$ cat src/rtl/mmio_uart_tx_pkg.sv
// Shared definitions for the memory-mapped UART transmitter.
// Holds the register offsets (word index = address[3:2]), the STATUS
// bit positions and the transmit state machine encoding.
package mmio_uart_tx_pkg;

    localparam logic [1:0] OFF_DATA   = 2'd0;
    localparam logic [1:0] OFF_STATUS = 2'd1;

    localparam int ST_FULL    = 0;
    localparam int ST_EMPTY   = 1;
    localparam int ST_BUSY    = 2;
    localparam int ST_OVF     = 3;
    localparam int ST_CNT_LSB = 4;

    typedef enum logic [1:0] {
        TX_IDLE  = 2'd0,
        TX_START = 2'd1,
        TX_DATA  = 2'd2,
        TX_STOP  = 2'd3
    } tx_state_e;

endpackage

$ cat src/rtl/mmio_uart_tx_byte_fifo.sv
// byte_fifo: power-of-two deep byte FIFO with show-ahead output.
// Ports:
//   clock, reset_n   clock and asynchronous active-low reset
//   push, din        write strobe and byte; ignored while full
//   pop              read strobe; ignored while empty
//   dout             head byte (valid while not empty)
//   full, empty      occupancy flags
//   count            number of stored bytes (0..DEPTH)
module byte_fifo #(
    parameter int DEPTH = 8
) (
    input  logic                       clock,
    input  logic                       reset_n,
    input  logic                       push,
    input  logic                       pop,
    input  logic [7:0]                 din,
    output logic [7:0]                 dout,
    output logic                       full,
    output logic                       empty,
    output logic [$clog2(DEPTH):0]     count
);

    localparam int AW = $clog2(DEPTH);
    localparam int CW = AW + 1;

    logic [7:0]    mem [DEPTH];
    logic [AW-1:0] wr_ptr;
    logic [AW-1:0] rd_ptr;
    logic          do_push;
    logic          do_pop;

    assign full    = (count == CW'(DEPTH));
    assign empty   = (count == '0);
    assign do_push = push && !full;
    assign do_pop  = pop && !empty;
    assign dout    = mem[rd_ptr];

    // Storage needs no reset; only pointers and count define occupancy.
    always_ff @(posedge clock) begin
        if (do_push) begin
            mem[wr_ptr] <= din;
        end
    end

    // Pointers wrap naturally because DEPTH is a power of two.
    always_ff @(posedge clock or negedge reset_n) begin
        if (!reset_n) begin
            wr_ptr <= '0;
            rd_ptr <= '0;
            count  <= '0;
        end else begin
            if (do_push) begin
                wr_ptr <= wr_ptr + AW'(1);
            end
            if (do_pop) begin
                rd_ptr <= rd_ptr + AW'(1);
            end
            case ({do_push, do_pop})
                2'b10:   count <= count + CW'(1);
                2'b01:   count <= count - CW'(1);
                default: count <= count;
            endcase
        end
    end

endmodule

$ cat src/rtl/mmio_uart_tx.sv
// mmio_uart_tx: memory-mapped 8N1 UART transmitter with a transmit FIFO.
// Ports:
//   clock, reset_n        system clock, asynchronous active-low reset
//   memory_write_en       CPU store strobe
//   memory_address        CPU byte address (16-byte window at BASE_ADDR)
//   memory_write_value    CPU store data
//   memory_read_value     combinational read data (STATUS or zero)
//   select                combinational address-hit flag
//   uart_tx               serial output, idle high
//
// Transmit FSM states:
//   state    | meaning
//   TX_IDLE  | line high, waiting for a queued byte
//   TX_START | start bit (low) for CLKS_PER_BIT cycles
//   TX_DATA  | 8 data bits, LSB first, CLKS_PER_BIT cycles each
//   TX_STOP  | stop bit (high); chains straight into the next frame
module mmio_uart_tx
    import mmio_uart_tx_pkg::*;
#(
    parameter logic [31:0] BASE_ADDR    = 32'hFFFF_0000,
    parameter int          CLKS_PER_BIT = 16,
    parameter int          FIFO_DEPTH   = 8
) (
    input  logic        clock,
    input  logic        reset_n,
    input  logic        memory_write_en,
    input  logic [31:0] memory_address,
    input  logic [31:0] memory_write_value,
    output logic [31:0] memory_read_value,
    output logic        select,
    output logic        uart_tx
);

    localparam int CW = $clog2(FIFO_DEPTH) + 1;
    localparam int BW = (CLKS_PER_BIT > 1) ? $clog2(CLKS_PER_BIT) : 1;
    localparam logic [BW-1:0] BAUD_LAST = BW'(CLKS_PER_BIT - 1);

    logic [1:0]    offset;
    logic          wr_data;
    logic          wr_status;
    logic          overflow;
    logic [3:0]    count_sat;
    logic [31:0]   status_word;

    logic          fifo_push;
    logic          fifo_pop;
    logic [7:0]    fifo_dout;
    logic          fifo_full;
    logic          fifo_empty;
    logic [CW-1:0] fifo_count;

    tx_state_e     state, state_next;
    logic [BW-1:0] baud, baud_next;
    logic [2:0]    bit_idx, bit_idx_next;
    logic [7:0]    shift, shift_next;
    logic          baud_last;

    logic          unused_bits;
    assign unused_bits = ^{memory_write_value[31:8], memory_address[1:0]};

    // ---------------- register interface ----------------
    assign select    = (memory_address[31:4] == BASE_ADDR[31:4]);
    assign offset    = memory_address[3:2];
    assign wr_data   = memory_write_en && select && (offset == OFF_DATA);
    assign wr_status = memory_write_en && select && (offset == OFF_STATUS);

    // Full is judged before the edge, so a same-edge pop never rescues a write.
    assign fifo_push = wr_data && !fifo_full;

    always_ff @(posedge clock or negedge reset_n) begin
        if (!reset_n) begin
            overflow <= 1'b0;
        end else if (wr_data && fifo_full) begin
            overflow <= 1'b1;
        end else if (wr_status && memory_write_value[ST_OVF]) begin
            overflow <= 1'b0;
        end
    end

    always_comb begin
        count_sat = (32'(fifo_count) > 32'd15) ? 4'hF : 4'(fifo_count);
        status_word                     = '0;
        status_word[ST_FULL]            = fifo_full;
        status_word[ST_EMPTY]           = fifo_empty;
        status_word[ST_BUSY]            = (state != TX_IDLE);
        status_word[ST_OVF]             = overflow;
        status_word[ST_CNT_LSB +: 4]    = count_sat;
    end

    assign memory_read_value = (select && (offset == OFF_STATUS)) ? status_word : 32'h0;

    byte_fifo #(
        .DEPTH (FIFO_DEPTH)
    ) u_fifo (
        .clock   (clock),
        .reset_n (reset_n),
        .push    (fifo_push),
        .pop     (fifo_pop),
        .din     (memory_write_value[7:0]),
        .dout    (fifo_dout),
        .full    (fifo_full),
        .empty   (fifo_empty),
        .count   (fifo_count)
    );

    // ---------------- transmit FSM ----------------
    always_ff @(posedge clock or negedge reset_n) begin
        if (!reset_n) begin
            state   <= TX_IDLE;
            baud    <= '0;
            bit_idx <= '0;
            shift   <= '0;
        end else begin
            state   <= state_next;
            baud    <= baud_next;
            bit_idx <= bit_idx_next;
            shift   <= shift_next;
        end
    end

    assign baud_last = (baud == BAUD_LAST);

    always_comb begin
        state_next   = state;
        baud_next    = baud;
        bit_idx_next = bit_idx;
        shift_next   = shift;
        fifo_pop     = 1'b0;
        case (state)
            TX_IDLE: begin
                if (!fifo_empty) begin
                    fifo_pop     = 1'b1;
                    shift_next   = fifo_dout;
                    baud_next    = '0;
                    bit_idx_next = '0;
                    state_next   = TX_START;
                end
            end
            TX_START: begin
                if (baud_last) begin
                    baud_next  = '0;
                    state_next = TX_DATA;
                end else begin
                    baud_next = baud + BW'(1);
                end
            end
            TX_DATA: begin
                if (baud_last) begin
                    baud_next = '0;
                    if (bit_idx == 3'd7) begin
                        state_next = TX_STOP;
                    end else begin
                        bit_idx_next = bit_idx + 3'd1;
                        shift_next   = {1'b0, shift[7:1]};
                    end
                end else begin
                    baud_next = baud + BW'(1);
                end
            end
            TX_STOP: begin
                if (baud_last) begin
                    baud_next = '0;
                    if (!fifo_empty) begin
                        fifo_pop     = 1'b1;
                        shift_next   = fifo_dout;
                        bit_idx_next = '0;
                        state_next   = TX_START;
                    end else begin
                        state_next = TX_IDLE;
                    end
                end else begin
                    baud_next = baud + BW'(1);
                end
            end
            default: state_next = TX_IDLE;
        endcase
    end

    // Line level depends only on registered state, never on the CPU bus.
    always_comb begin
        case (state)
            TX_START: uart_tx = 1'b0;
            TX_DATA:  uart_tx = shift[0];
            default:  uart_tx = 1'b1;
        endcase
    end

endmodule

$ cat config.mk
export PLATFORM = sky130hd
export DESIGN_NAME = mmio_uart_tx
export DESIGN_NICKNAME = d
export VERILOG_FILES = /design/src/rtl/mmio_uart_tx_pkg.sv /design/src/rtl/mmio_uart_tx_byte_fifo.sv /design/src/rtl/mmio_uart_tx.sv
export SDC_FILE = /design/constraint.sdc
export NUM_CORES = 1
export LEC_CHECK = 0
export CORE_MARGIN = 2
export CORE_UTILIZATION = 51
export DETAILED_ROUTE_END_ITERATION = 8
export PLACE_DENSITY = 0.81
export SLEW_MARGIN = 20
export SYNTH_ARGS = -nofsm -noshare
export SYNTH_HDL_FRONTEND = slang
export SYNTH_SLANG_ARGS = --single-unit
export TNS_END_PERCENT = 10
$ cat constraint.sdc
create_clock -name clock -period 3.4 [get_ports clock]
set_clock_uncertainty 0.05 [all_clocks]
set_input_delay 0.85 -clock clock [delete_from_list [all_inputs] [get_ports clock]]
set_output_delay 0.85 -clock clock [all_outputs]
set_load 0.1 [all_outputs]
==> metrics.txt <==
nature of the critical path startpoint input pin; Post-synth EDFFs 64; CP top delay family simple AND/OR/NAND/NOR gates; outcome completed; first-pass detailed-route iteration total 4; number of global-route vias before repair 2717; Clock Power Share 32.9%; TritonCTS Sinks 92; dominant cell by count in the synthesized netlist edfxtp_1; maximum net fanout on the critical path 5; via-per-instance ratio 5.418; asr flop ratio synth slightly above 30%; CTS tree done; DIE WIDTH 97.84 um; pin count of the biggest net entering global routing 29; switching component of the power 537.4 uW; mapped cell area 0.004491 mm2; worst-case headroom to the max-slew limit 42.18%; average instance area after synthesis 14.87 um2; Lkg Pwr 0.002306 uW; critical path buffer and inverter count 3; fraction of the mapped netlist area in compound gates 4.012%; unrepaired setup endpoints after global routing no; Final Hold Viols 0; maximum resistive drop on vdd ~0.00035 V; most used flip-flop cell after synthesis edfxtp_1; Synth Register Bits about 90; Initial Utilization 52.00%; Total GRT Usage 18.33%; site row count 34; vertical extent of the die 97.84 um; startpoint-to-endpoint class of the critical path input pin to output port; main combinational cell family by area after synthesis multiplexers; Slew Limit Fails 0; Post-synth top cells edfxtp_1 (64), dfrtp_1 (28), buf_4 (26); adder and majority cell fraction of the synthesized area 4.347%; initial antenna violation count 0; HPWL reported at the end of detailed placement 5897 um; hold crit path type flip-flop to flip-flop; library cell contributing the largest single delay on the critical path nor4b_4; number of vias after detailed routing between 2000 and 3000; count of routing violations after the opening detailed-route iteration 84; Power Dens Cells between 300 and 400 mW/mm2; crit-path max cell delay around 0.32 ns; Sw Share between 20% and 30%; post-synthesis mux area share 13.82%; xor and xnor fraction of the mapped netlist area 1.365%; DP Worst Slack -0.2180 ns; fin crit period 3.310 ns; internal power about 1500 uW; share of the clock period used by the worst path after layout 97.37%; biggest area consumer among synthesized cells edfxtp_1; I/O pin count around 100; global-route wire length before repair between 10000 and 15000 um; final weighted congestion of routability-driven global placement 0.7592; fraction of power consumed by combinational cells 8.8%; Max Clk Rate around 300 MHz; largest cells by area after synthesis edfxtp_1 (43%), dfrtp_1 (16%), mux4_1 (5.3%); post-synthesis sequential area ratio slightly below 60%; Filler Cell Count 600; required time of the critical path 2.50 ns; final setup fails 0; proportion of layout cells with a drive suffix above 1 24.62%; total clock buffers created by CTS 9; met3 WL post-DR 244 um; wire length the detailed router placed on met1 between 3000 and 4000 um; Die Footprint 0.009572 mm2; post-detailed-route count of antenna-violating nets 0; detailed route wirelength on metal2 about 4500 um; area added between synthesis and finish 23.18%; DP Area 0.005266 mm2; Max Cap Viol 0; top routing layer used met4; WL final 8350 um; Clock H-tree levels 3; antenna cell count 0; warnings from Yosys 0; Placeable Area between 0.008 and 0.009 mm2; simple-gate area share of the yosys netlist 11.34%; number of distinct library cells after synthesis 52; gate count of the mapped netlist 302; DR DRC count 0; CP endpoint kind output port; clock slew at reported path FFs 0.09 ns; worst-margin pin slew 0.8673 ns; maximum root-to-sink buffer count 2; # port buffers 50; share of the synthesized area in the top cell type 42.80%; final critical-path setup slack 0.08954 ns; share of total power in sequential cells about three fifths; root buffer cell clkbuf_8; Non-Filler Cell Area, Final 0.005532 mm2; data arrival time of the critical path 2.41 ns; detailed-route wire length per cell 16.77 um; Nets 467; cells along the critical path dlygate4sd2_1 -> nor4_2 -> nand4_2 -> nor4b_4 -> buf_4 -> nor2b_4 -> buf_12; Clk Latency, worst-skew pair 0.35 ns; total congestion overflow 0
==> metrics by stage <==
step,std cells,utilization [%],setup TNS [ns],hold WS [ns],power (uW)
3_5_place_dp,476,60.98,-1.730,0.4411,1411
5_1_grt,498,64.05,0,0.4830,2127
6_report,498,64.05,0,0.4569,2057
3_3_place_gp,476,60.98,-1.293,0.4262,1409
4_1_cts,498,63.79,0,0.4619,2075
2_1_floorplan,325,-,-1.350,0.4059,1366
==> state kept, by name (all words and copies together), names as in the netlist <==
signal         cells
baud               4
bit_idx            3
overflow           1
shift              8
state              2
u_fifo.count       4
u_fifo.mem        64
u_fifo.rd_ptr      3
u_fifo.wr_ptr      3
==> area by class of cell <==
| type | instances | area, um2 | share of cell area [%] |
|---|---|---|---|
| flip-flops and latches | 92 | 2623 | 47.41 |
| multi-input cells | 189 | 1703 | 30.78 |
| repair buffers | 84 | 845.8 | 15.29 |
| well taps | 108 | 135.1 | 2.443 |
| clock buffers | 9 | 123.9 | 2.239 |
| clock inverters | 7 | 67.56 | 1.221 |
| inverters | 9 | 33.78 | 0.6107 |
==> logic make-up after synthesis <==
group | after synthesis
and+or+nand+nor | 79
muxes | 37
AOI/OAI and AO/OA | 27
other | 1
buffers and inverters | 44
adders and majority gates | 15
xor gates and xnor gates | 7
DFF | 92
==> final timing paths <==
check	from	endpoint	slack, ns	cells past startpoint
min in group asynchronous	reset_n	state[0]	0.83	2
max in group asynchronous	reset_n	shift[7]	2.18	2
setup reg to reg	u_fifo.count[0]	u_fifo.count[3]	0.75	8
hold / removal	baud[1]	baud[1]	0.46	2
setup / recovery	memory_address[9]	memory_read_value[0]	0.09	7
hold reg to reg	baud[1]	baud[1]	0.46	2
==> power by group through the flow <==
stage / clock [uW] / sequential [uW] / combinational, uW
detailed placement: 0 / 1220 / 188
global placement: 0 / 1220 / 185
floorplan: 0 / 1220 / 142
CTS: 694 / 1200 / 182
global route: 739 / 1200 / 188
finish: 678 / 1200 / 181
==> metal layers <==
layer | GRT usage (%) | up-vias
li1 | - | 1264
met1 | 22.87 | 1347
met2 | 31.66 | 72
met3 | 4.009 | 15
met4 | 6.624 | 0
met5 | 0 | -
==> cell usage in the layout, fill, tap and decap left out, drive strengths merged, types with 2 or more instances in the layout <==
master	netlist	final
xor2	3	3
buf	32	44
nor4	6	6
nand2b	4	4
edfxtp	64	64
nor4b	3	3
nand4	4	4
mux4	16	16
nor2b	2	2
xnor2	4	4
clkinv	0	4
inv	9	12
dlymetal6s2s	0	6
mux2i	11	11
o21ai	15	15
nand3b	3	3
clkdlybuf4s50	0	12
nor2	13	13
a41oi	2	2
dfrtp	28	28
dlygate4sd2	0	20
and2	8	8
mux2	10	10
nor3	3	3
ha	14	14
o41ai	2	2
nand3	13	13
a21o	2	2
conb	1	24
clkbuf	3	9
clkdlybuf4s15	0	2
nand2	12	12
==> repair_timing <==
item | CTS | global route
cloned | 1 | 0
resized for setup | 32 | 10
setup endpoints to repair | 8 | 8
pin swaps | 9 | 7
hold buffers | 0 | 0
setup buffers | 5 | 0
==> tightest hold or removal path, cell delays in order, from the launching register on <==
cell and delay [ns]:
dfrtp_1 0.37, nand2_1 0.05, nand2_1 0.05
Note: power is estimated with default switching activity, not from simulation.
